## src/rtl/pipe_stage_skid_pkg.sv

```systemverilog
// Shared widths for the CPU inter-stage registers and the beat-width helper.
package pipe_stage_skid_pkg;

  localparam int unsigned DATA_W_DEF = 16;
  localparam int unsigned NDATA_DEF  = 2;
  localparam int unsigned REG_W_DEF  = 4;
  localparam int unsigned CTRL_W_DEF = 2;

  // Beat layout, MSB first: hlt, wreg, dst, ctrl, data.
  function automatic int unsigned beat_width(input int unsigned data_w, input int unsigned ndata,
                                             input int unsigned reg_w, input int unsigned ctrl_w);
    return 2 + reg_w + ctrl_w + data_w * ndata;
  endfunction

  localparam int unsigned IFID_BEAT_W  = beat_width(DATA_W_DEF, 1, REG_W_DEF, CTRL_W_DEF);
  localparam int unsigned IDEX_BEAT_W  = beat_width(DATA_W_DEF, 2, REG_W_DEF, CTRL_W_DEF);
  localparam int unsigned EXMEM_BEAT_W = beat_width(DATA_W_DEF, 2, REG_W_DEF, CTRL_W_DEF);
  localparam int unsigned MEMWB_BEAT_W = beat_width(DATA_W_DEF, 2, REG_W_DEF, CTRL_W_DEF);

endpackage

```

## src/rtl/pipe_stage_skid_if.sv

```systemverilog
// Valid/ready beat channel carrying halt, register-write, destination, control and data fields.
interface pipe_stage_skid_if
  import pipe_stage_skid_pkg::*;
#(
  parameter int unsigned DATA_W = DATA_W_DEF,
  parameter int unsigned NDATA  = NDATA_DEF,
  parameter int unsigned REG_W  = REG_W_DEF,
  parameter int unsigned CTRL_W = CTRL_W_DEF
) ();

  logic                    valid;
  logic                    ready;
  logic                    hlt;
  logic                    wreg;
  logic [REG_W-1:0]        dst;
  logic [CTRL_W-1:0]       ctrl;
  logic [NDATA*DATA_W-1:0] data;

  modport master (output valid, hlt, wreg, dst, ctrl, data, input ready);
  modport slave  (input valid, hlt, wreg, dst, ctrl, data, output ready);

endinterface

```

## src/rtl/pipe_stage_skid_dffn.sv

```systemverilog
// Parametrised-width register with write enable and synchronous active-high reset.
module pipe_stage_skid_dffn #(
  parameter int unsigned WIDTH = 1
) (
  input  logic             clk,
  input  logic             rst,
  input  logic             i_wen,
  input  logic [WIDTH-1:0] i_d,
  output logic [WIDTH-1:0] o_q
);

  logic [WIDTH-1:0] r_q;

  always_ff @(posedge clk) begin
    if (rst) begin
      r_q <= '0;
    end else if (i_wen) begin
      r_q <= i_d;
    end
  end

  assign o_q = r_q;

endmodule

```

## src/rtl/pipe_stage_skid.sv

```systemverilog
// Pipeline-stage register: valid/ready flow control, optional one-entry skid, flush and halt
// tracking, plus a saturating count of downstream stall cycles.
module pipe_stage_skid
  import pipe_stage_skid_pkg::*;
#(
  parameter int unsigned DATA_W      = DATA_W_DEF,
  parameter int unsigned NDATA       = NDATA_DEF,
  parameter int unsigned REG_W       = REG_W_DEF,
  parameter int unsigned CTRL_W      = CTRL_W_DEF,
  parameter int unsigned SKID        = 1,
  parameter int unsigned STALL_CNT_W = 16
) (
  input  logic                   clk,
  input  logic                   rst,
  input  logic                   flush,
  pipe_stage_skid_if.slave       in_if,
  pipe_stage_skid_if.master      out_if,
  output logic                   halted,
  output logic [STALL_CNT_W-1:0] stall_cnt
);

  localparam int unsigned BEAT_W = beat_width(DATA_W, NDATA, REG_W, CTRL_W);

  logic [BEAT_W-1:0]      w_in_beat, w_m_d, w_m_beat, w_s_beat;
  logic                   w_m_valid, w_m_valid_d, w_m_wen;
  logic                   w_s_valid, w_s_valid_d, w_s_wen;
  logic                   w_in_ready, w_acc, w_ret, w_m_hlt, w_m_wreg;
  logic                   r_halt_pend, r_halted;
  logic [STALL_CNT_W-1:0] r_stall_cnt;

  always_comb begin
    w_in_beat = {in_if.hlt, in_if.wreg, in_if.dst, in_if.ctrl, in_if.data};
    // Reset is gated in so the stage never advertises ready while being reset.
    if (SKID != 0) begin
      w_in_ready = !rst && !w_s_valid && !r_halt_pend && !r_halted;
    end else begin
      w_in_ready = !rst && (!w_m_valid || out_if.ready) && !r_halt_pend && !r_halted;
    end
    w_acc = in_if.valid && w_in_ready;
    w_ret = w_m_valid && out_if.ready;

    w_m_d       = w_in_beat;
    w_m_wen     = 1'b0;
    w_m_valid_d = w_m_valid;
    w_s_wen     = 1'b0;
    w_s_valid_d = w_s_valid;
    if (w_m_valid && !w_ret) begin
      w_s_wen     = w_acc && (SKID != 0);
      w_s_valid_d = w_s_valid || w_s_wen;
    end else if (w_s_valid) begin
      w_m_d       = w_s_beat;
      w_m_wen     = 1'b1;
      w_m_valid_d = 1'b1;
      w_s_valid_d = 1'b0;
    end else begin
      w_m_wen     = w_acc;
      w_m_valid_d = w_acc;
    end
    if (flush) begin
      w_m_valid_d = 1'b0;
      w_s_valid_d = 1'b0;
    end
  end

  pipe_stage_skid_dffn #(.WIDTH(1)) u_m_valid (
    .clk(clk), .rst(rst), .i_wen(1'b1), .i_d(w_m_valid_d), .o_q(w_m_valid)
  );
  pipe_stage_skid_dffn #(.WIDTH(BEAT_W)) u_m_beat (
    .clk(clk), .rst(rst), .i_wen(w_m_wen), .i_d(w_m_d), .o_q(w_m_beat)
  );
  pipe_stage_skid_dffn #(.WIDTH(1)) u_s_valid (
    .clk(clk), .rst(rst), .i_wen(1'b1), .i_d(w_s_valid_d), .o_q(w_s_valid)
  );
  pipe_stage_skid_dffn #(.WIDTH(BEAT_W)) u_s_beat (
    .clk(clk), .rst(rst), .i_wen(w_s_wen), .i_d(w_in_beat), .o_q(w_s_beat)
  );

  // A retire coinciding with flush still happened downstream, so it may still set halted.
  always_ff @(posedge clk) begin
    if (rst) begin
      r_halt_pend <= 1'b0;
      r_halted    <= 1'b0;
      r_stall_cnt <= '0;
    end else begin
      if (flush) begin
        r_halt_pend <= 1'b0;
      end else if (w_acc && in_if.hlt) begin
        r_halt_pend <= 1'b1;
      end
      if (w_ret && w_m_beat[BEAT_W-1]) begin
        r_halted <= 1'b1;
      end
      if (w_m_valid && !out_if.ready && (r_stall_cnt != {STALL_CNT_W{1'b1}})) begin
        r_stall_cnt <= r_stall_cnt + STALL_CNT_W'(1);
      end
    end
  end

  always_comb begin
    {w_m_hlt, w_m_wreg, out_if.dst, out_if.ctrl, out_if.data} = w_m_beat;
    out_if.valid = w_m_valid;
    out_if.hlt   = w_m_hlt && w_m_valid;
    out_if.wreg  = w_m_wreg && w_m_valid;
    in_if.ready  = w_in_ready;
    halted       = r_halted;
    stall_cnt    = r_stall_cnt;
  end

endmodule

```

## src/flat_wrapper.sv

```systemverilog
// flat-port wrapper written by rule: the top's interface ports become plain ports
module pipe_stage_skid_flat import pipe_stage_skid_pkg::*;
#(
  parameter int unsigned DATA_W      = DATA_W_DEF,
  parameter int unsigned NDATA       = NDATA_DEF,
  parameter int unsigned REG_W       = REG_W_DEF,
  parameter int unsigned CTRL_W      = CTRL_W_DEF,
  parameter int unsigned SKID        = 1,
  parameter int unsigned STALL_CNT_W = 16
)
  (clk, rst, flush, halted, stall_cnt, in_if_valid, in_if_hlt, in_if_wreg, in_if_dst, in_if_ctrl, in_if_data, in_if_ready, out_if_valid, out_if_hlt, out_if_wreg, out_if_dst, out_if_ctrl, out_if_data, out_if_ready);
  pipe_stage_skid_if #(.DATA_W(DATA_W), .NDATA(NDATA), .REG_W(REG_W), .CTRL_W(CTRL_W)) in_if_i ();
  pipe_stage_skid_if #(.DATA_W(DATA_W), .NDATA(NDATA), .REG_W(REG_W), .CTRL_W(CTRL_W)) out_if_i ();
  input  logic clk;
  input  logic rst;
  input  logic flush;
  output logic halted;
  output logic [STALL_CNT_W-1:0] stall_cnt;
  input wire logic [$bits(in_if_i.valid)-1:0] in_if_valid;
  input wire logic [$bits(in_if_i.hlt)-1:0] in_if_hlt;
  input wire logic [$bits(in_if_i.wreg)-1:0] in_if_wreg;
  input wire logic [$bits(in_if_i.dst)-1:0] in_if_dst;
  input wire logic [$bits(in_if_i.ctrl)-1:0] in_if_ctrl;
  input wire logic [$bits(in_if_i.data)-1:0] in_if_data;
  output wire logic [$bits(in_if_i.ready)-1:0] in_if_ready;
  output wire logic [$bits(out_if_i.valid)-1:0] out_if_valid;
  output wire logic [$bits(out_if_i.hlt)-1:0] out_if_hlt;
  output wire logic [$bits(out_if_i.wreg)-1:0] out_if_wreg;
  output wire logic [$bits(out_if_i.dst)-1:0] out_if_dst;
  output wire logic [$bits(out_if_i.ctrl)-1:0] out_if_ctrl;
  output wire logic [$bits(out_if_i.data)-1:0] out_if_data;
  input wire logic [$bits(out_if_i.ready)-1:0] out_if_ready;
  assign in_if_i.valid = in_if_valid;
  assign in_if_i.hlt = in_if_hlt;
  assign in_if_i.wreg = in_if_wreg;
  assign in_if_i.dst = in_if_dst;
  assign in_if_i.ctrl = in_if_ctrl;
  assign in_if_i.data = in_if_data;
  assign in_if_ready = in_if_i.ready;
  assign out_if_valid = out_if_i.valid;
  assign out_if_hlt = out_if_i.hlt;
  assign out_if_wreg = out_if_i.wreg;
  assign out_if_dst = out_if_i.dst;
  assign out_if_ctrl = out_if_i.ctrl;
  assign out_if_data = out_if_i.data;
  assign out_if_i.ready = out_if_ready;
  pipe_stage_skid #(.DATA_W(DATA_W), .NDATA(NDATA), .REG_W(REG_W), .CTRL_W(CTRL_W), .SKID(SKID), .STALL_CNT_W(STALL_CNT_W)) u_core (.clk(clk), .rst(rst), .flush(flush), .in_if(in_if_i), .out_if(out_if_i), .halted(halted), .stall_cnt(stall_cnt));
endmodule
```

## config.mk

```make
export PLATFORM = sky130hd
export DESIGN_NAME = pipe_stage_skid_flat
export DESIGN_NICKNAME = d
export VERILOG_FILES = /design/src/rtl/pipe_stage_skid_pkg.sv /design/src/rtl/pipe_stage_skid_if.sv /design/src/rtl/pipe_stage_skid_dffn.sv /design/src/rtl/pipe_stage_skid.sv /design/src/flat_wrapper.sv
export SDC_FILE = /design/constraint.sdc
export NUM_CORES = 1
export LEC_CHECK = 0
export BUFFER_PORTS_ARGS = -buffer_cell sky130_fd_sc_hd__buf_2
export CORE_ASPECT_RATIO = 0.6
export CORE_MARGIN = 8
export CORE_UTILIZATION = 45
export CTS_CLUSTER_DIAMETER = 120
export DETAILED_ROUTE_END_ITERATION = 6
export HOLD_SLACK_MARGIN = 0.06
export MAX_ROUTING_LAYER = met4
export PLACE_DENSITY = 0.71
export SYNTH_ARGS = -nofsm -noshare
export SYNTH_HDL_FRONTEND = slang
export SYNTH_SLANG_ARGS = --single-unit
```

## constraint.sdc

```tcl
create_clock -name clk -period 1.7 [get_ports clk]
set_clock_uncertainty 0.05 [all_clocks]
set_input_delay 0.34 -clock clk [delete_from_list [all_inputs] [get_ports clk]]
set_output_delay 0.34 -clock clk [all_outputs]
set_load 0.05 [all_outputs]
```

* Word-level counts from Yosys, hierarchy flattened *
Index checks and enable logic that the tools add are counted.

storage, ports and cells
  bits in registers = 100
  latch bits = 0
  bits in writable memories = 0
  ROM bits = 0
  input bits = 45
  memories = 0

operators by class
  add/subtract/negate cells = 1
  $mul = 0
  divide/modulo/power cells = 0
  order comparisons = 0
  eq/ne operators = 1
  shift operators = 0
  multiplexer cells = 5
  bitwise gates (word level) = 1
  reductions and logical operators = 21

operators with widths
  cell                                            number
  2-to-1 mux 40 bit                               2
  adder 16 x 1 -> 16 bit (second input constant)  1
  != test 16 bit (second input constant)          1
  logical AND 1 bit                               12
  zero test 1 bit                                 6
  2-to-1 mux 1 bit                                3
  OR reduction 3 bit                              1
  OR reduction 2 bit                              1
  logical OR 1 bit                                1
  NOT 1 bit                                       1

* Longest topological paths before layout *
  depth after elaboration = 7
  depth in mapped cells = 7

* Cells and area by module *
Synthesis repeated with hierarchy kept, for this count alone.

second synthesis, totals
  cell total of the unflattened synthesis = 433
  area, all modules = 4500.6 µm²

by module, submodules not included
  module                                        instances  cells each  area an instance (µm²)  seq. area each (µm²)
  pipe_stage_skid_dffn at u_core.u_m_beat ...   2          129         1457.6                  800.8
  pipe_stage_skid                               1          169         1517.7                  360.3
  pipe_stage_skid_dffn at u_core.u_m_valid ...  2          3           33.8                    20.0

* Worst setup path after synthesis *
Ideal clock, no wire load.

  path type = register to register
  start point = register u_core.r_halted, in the netlist u_core.halted
  end point = register u_core.u_s_beat.r_q[18], in the netlist u_core.u_s_beat.o_q[18]
  library setup time = 0.132 ns
  arrival = 2.944 ns
  data required time = 1.518 ns
  setup slack = -1.426 ns
  stages on the path, launching flop included = 6
  path buffers = 1
  path through = dfxtp_1 -> nor4_1 -> nand3_1 -> clkbuf_1 -> nand2_1 -> a21oi_1

on the way
  cells in the longest elaborated chain, start to end = 4

RTL lines
  element                   RTL line                    source
  start: declaration        pipe_stage_skid.sv:28       logic r_halt_pend, r_halted;
  start signal: assignment  pipe_stage_skid.sv:82       r_halted <= 1'b0;
  start signal: assignment  pipe_stage_skid.sv:91       r_halted <= 1'b1;
  zero test 1 bit           pipe_stage_skid.sv:35       w_in_ready = !rst && !w_s_valid && !r_halt_pend && !r_halted;
  logical AND 1 bit         pipe_stage_skid.sv:35
  net in_if_ready           flat_wrapper.sv:25          output wire logic [$bits(in_if_i.ready)-1:0] in_if_ready;
  logical AND 1 bit         pipe_stage_skid.sv:39       w_acc = in_if.valid && w_in_ready;
  2-to-1 mux 1 bit          pipe_stage_skid.sv:47       if (w_m_valid && !w_ret) begin
  end signal: assignment    pipe_stage_skid_dffn.sv:18  r_q <= i_d;
  end: declaration          pipe_stage_skid_dffn.sv:12  logic [WIDTH-1:0] r_q;

The timed path passes the listed nets, and every way through them passes these cells.
A chain may end at the register's enable or synchronous reset.

* Final worst setup path *
  start point = register u_core.r_halt_pend
  end point = output port in_if_ready

on the way
  cells in the longest elaborated chain, start to end = 3

RTL lines
  element                          RTL line               source
  start: declaration               pipe_stage_skid.sv:28
  start signal: assignment         pipe_stage_skid.sv:81  r_halt_pend <= 1'b0;
  start signal: assignment         pipe_stage_skid.sv:86  r_halt_pend <= 1'b0;
  start signal: assignment         pipe_stage_skid.sv:88  r_halt_pend <= 1'b1;
  zero test 1 bit                  pipe_stage_skid.sv:35
  logical AND 1 bit (2 in series)  pipe_stage_skid.sv:35
  end: declaration                 flat_wrapper.sv:25

No other way between the ends.

==> flow_summary_export.csv <==
group,metric,value,unit
synth,ys.warnings.count,0,
floorplan,die_area,13400,µm²
cells_and_area,share_of_cells_above_drive_strength_1,32.8,%
global_route,grt_start_max_net_pins,61,
floorplan,floorplan.die.width,144,µm
run,cap_viol_max_count,0,
sta,finalWorstSetupSlack,-29.0,ps
critical_path,element_type_at_the_critical_path_end,"output port",
global_route,wire_length_of_the_first_global_routing_pass,19.8,mm
sta,rsz0062_at_grt,"yes",
cts,tritoncts_clock_tree,"yes",
sta,period_needed,1730,ps
sta,slew_viol_final,0,
cts,clock_tree.buffer_depth,2,
global_route,grtUsageMet2,28.4,%
critical_path,critical_path.startpoint_type,"flip-flop",
floorplan,design.core.area,9700,µm²
synth,mapped_nets,607,
cells_and_area,final_core_utilization,57.8,%
critical_path,worst-setup-path-type,"flip-flop to output port",
cells_and_area,syn_to_final_growth,26.6,%
route,detail_routed_via_count_per_cell,5.49,
synth,synthesis.area,4430,µm²
outcome,failed_checks,"negative setup slack",
critical_path,r2r_cells,4,
route,drt_drc_violations_left,0,
cts,clock_tree.htree_level_count,3,
placement,placedInstanceArea,5190,µm²
critical_path,cp_data_required_time,1310,ps
cells_and_area,commonest_cells_after_routing_fill_and_taps_aside,"nand2_1, buf_2, dfxtp_1, nor2_1, a21oi_1",
critical_path,crit_fanout,2,
critical_path,timing.rr.end,"u_core.stall_cnt[15]",
global_route,grtUsageMet3,4.98,%
route,antenna_violating_nets_post_route,0,
global_route,grt_pass1_vias,4157,
cts,clkSlewWorstSetupHoldPaths,60,ps
route,routed_wire_length_per_instance,15.6,µm
cells_and_area,design.final.nets,685,
sta,worstMarginPinSlew,645,ps
route,wirelength,12.1,mm
outcome,run_status,"finished with violations",
global_route,globalRoute.busiestLayer,"met2",
placement,gp_congestion,0.902,
synth,syn_avg_cell_area,7.89,µm²
synth,synthesis.instances,561,
cells_and_area,mostFrequentLayoutCell,"nand2_1",
global_route,all_layer_global_routing_usage,18.8,%
route,first_iter_violations,431,
placement,placement.io_buffers,103,
synth,synthDistinctLibCells,37,
cts,clk-insertion-delay-late,340,ps
sta,timing_hold_violations_final,0,
sta,fin_setup_tns,-29.0,ps
cts,root_buffer,"clkbuf_16",
critical_path,startpoint,"u_core.r_halt_pend",
cts,tritoncts_num_sinks,100,
cells_and_area,final_design_area_no_fill,5610,µm²
power,total_power,5.08,mW
floorplan,floorplan.io_pins,104,
global_route,grt_util_met1,24.5,%
cts,cts_hold_repair.buffers,0,
power,total_leakage_power,2.21,nW
synth,yosys_most_used_dff,"dfxtp_1",
synth,synth-seq-area-share,45.2,%
global_route,grt.overflow.total,0,
sta,max-slew-margin-rel,57.0,%
critical_path,r2r_slack,0,ps
placement,dpl.hpwl,8.55,mm
route,first_pass_iters,5,
power,power.density,906,nW/µm²
sta,max_clock_freq,0.578,GHz
critical_path,cp_data_arrival_time,1340,ps
critical_path,worstReg2RegStart,"u_core.stall_cnt[1]",
synth,ys_ff_latch,100,
synth,synthArstFlopShare,0,%
global_route,antenna_found_initial,0,
sta,setup_violations,1,
critical_path,endpoint,"in_if_ready",
floorplan,floorplan.initialDensity,45.6,%
power,peakVddDrop,0.482,mV
route,detailroute.via_count,4279,
cts,tritoncts.num_buffers,9,
hold_path,min_path_type,"input pin to flip-flop",
placement,dp_slack,-221,ps
synth,synth_enable_flop_cells,0,
floorplan,placementRows,28,
sta,final_period_utilization,102,%
floorplan,fp.dieH,92.8,µm
## final cells by class
cell class / count / area [µm²]
multi-input combinational: 376 / 2100
inverter: 3 / 11.3
sequential: 100 / 2050
tap: 135 / 169
clock buffer: 10 / 229
antenna: 1 / 2.50
clock inverter: 6 / 55.1
timing repair buffer: 149 / 981
fill: 880 / 4100
## critical path, stage by stage (launching register included)
cell and delay, ps:
dfxtp_2 320, buf_6 110, nor4_4 270, buf_4 170, buf_12 130
## cells by family after synthesis
group | Yosys count | synth area share (%)
flip-flops | 100 | 45.2
AND/OR/NAND/NOR | 260 | 25.9
adder cells (fa/ha/maj) | 1 | 0.283
multiplexers | 4 | 0.989
AO/OA/AOI/OAI | 111 | 17.1
buffers and inverters | 85 | 10.6
## where the power goes
group	switching, mW	internal (mW)
combinational	0.462	0.206
clock	0.845	1.13
sequential	0.0402	2.40
## through the flow
step	std cells	hold slack (ps)
2_1_floorplan	561	359
3_3_place_gp	756	392
3_5_place_dp	756	397
4_1_cts	774	135
5_1_grt	779	134
6_report	780	142
## synthesized netlist by cell type (2+ instances only)
library cell / n / area (µm²)
o41ai_1: 2 / 17.5
nor2_1: 49 / 184
o21a_1: 4 / 30.0
mux2_2: 3 / 33.8
o31a_1: 2 / 17.5
buf_4: 38 / 285
nand3_1: 44 / 220
a211oi_1: 2 / 15.0
and2_1: 2 / 12.5
a31oi_1: 2 / 12.5
buf_1: 3 / 11.3
nor4_1: 6 / 37.5
o21ai_0: 3 / 15.0
nor2b_1: 4 / 25.0
o31ai_1: 4 / 30.0
clkbuf_1: 35 / 131
a311oi_1: 40 / 350
nor3_1: 3 / 15.0
o311ai_0: 2 / 17.5
or4_1: 5 / 37.5
inv_1: 3 / 11.3
buf_2: 5 / 25.0
dfxtp_1: 100 / 2000
nand3_2: 2 / 20.0
nand2_1: 128 / 480
nand4_1: 6 / 37.5
a21oi_1: 50 / 250
or3_1: 5 / 31.3
## sequential cells by signal, indices dropped and copies added (netlist names)
| signal | flops |
|---|---|
| u_core.r_halt_pend | 1 |
| u_core.stall_cnt | 16 |
| u_core.u_m_beat.o_q | 40 |
| u_core.u_s_valid.o_q | 1 |
| u_core.u_m_valid.o_q | 1 |
| u_core.u_s_beat.o_q | 40 |
| u_core.halted | 1 |
## worst min path at each step
stage / start / end / slack, ps / cells past startpoint
floorplan: flush / u_core.u_m_valid.o_q / 360 / 1
global placement: u_core.u_s_beat.o_q[2] / u_core.u_s_beat.o_q[2] / 390 / 2
detailed placement: u_core.u_s_beat.o_q[21] / u_core.u_s_beat.o_q[21] / 400 / 2
CTS: flush / u_core.u_s_valid.o_q / 130 / 2
global route: flush / u_core.u_m_valid.o_q / 130 / 2
finish: flush / u_core.u_m_valid.o_q / 140 / 2
## repair_timing
action	CTS	global route
setup endpoints to repair	6	25
pin swaps	1	4
setup buffers	2	5
gates resized for setup	3	15
## per-layer routing
layer	up-vias	share of wire (%)
met3	11	7.5
met1	2050	48
met2	135	43
met4	0	0.83
li1	2083	-
met5	-	0
No activity file was read; power rests on OpenSTA's default activity.
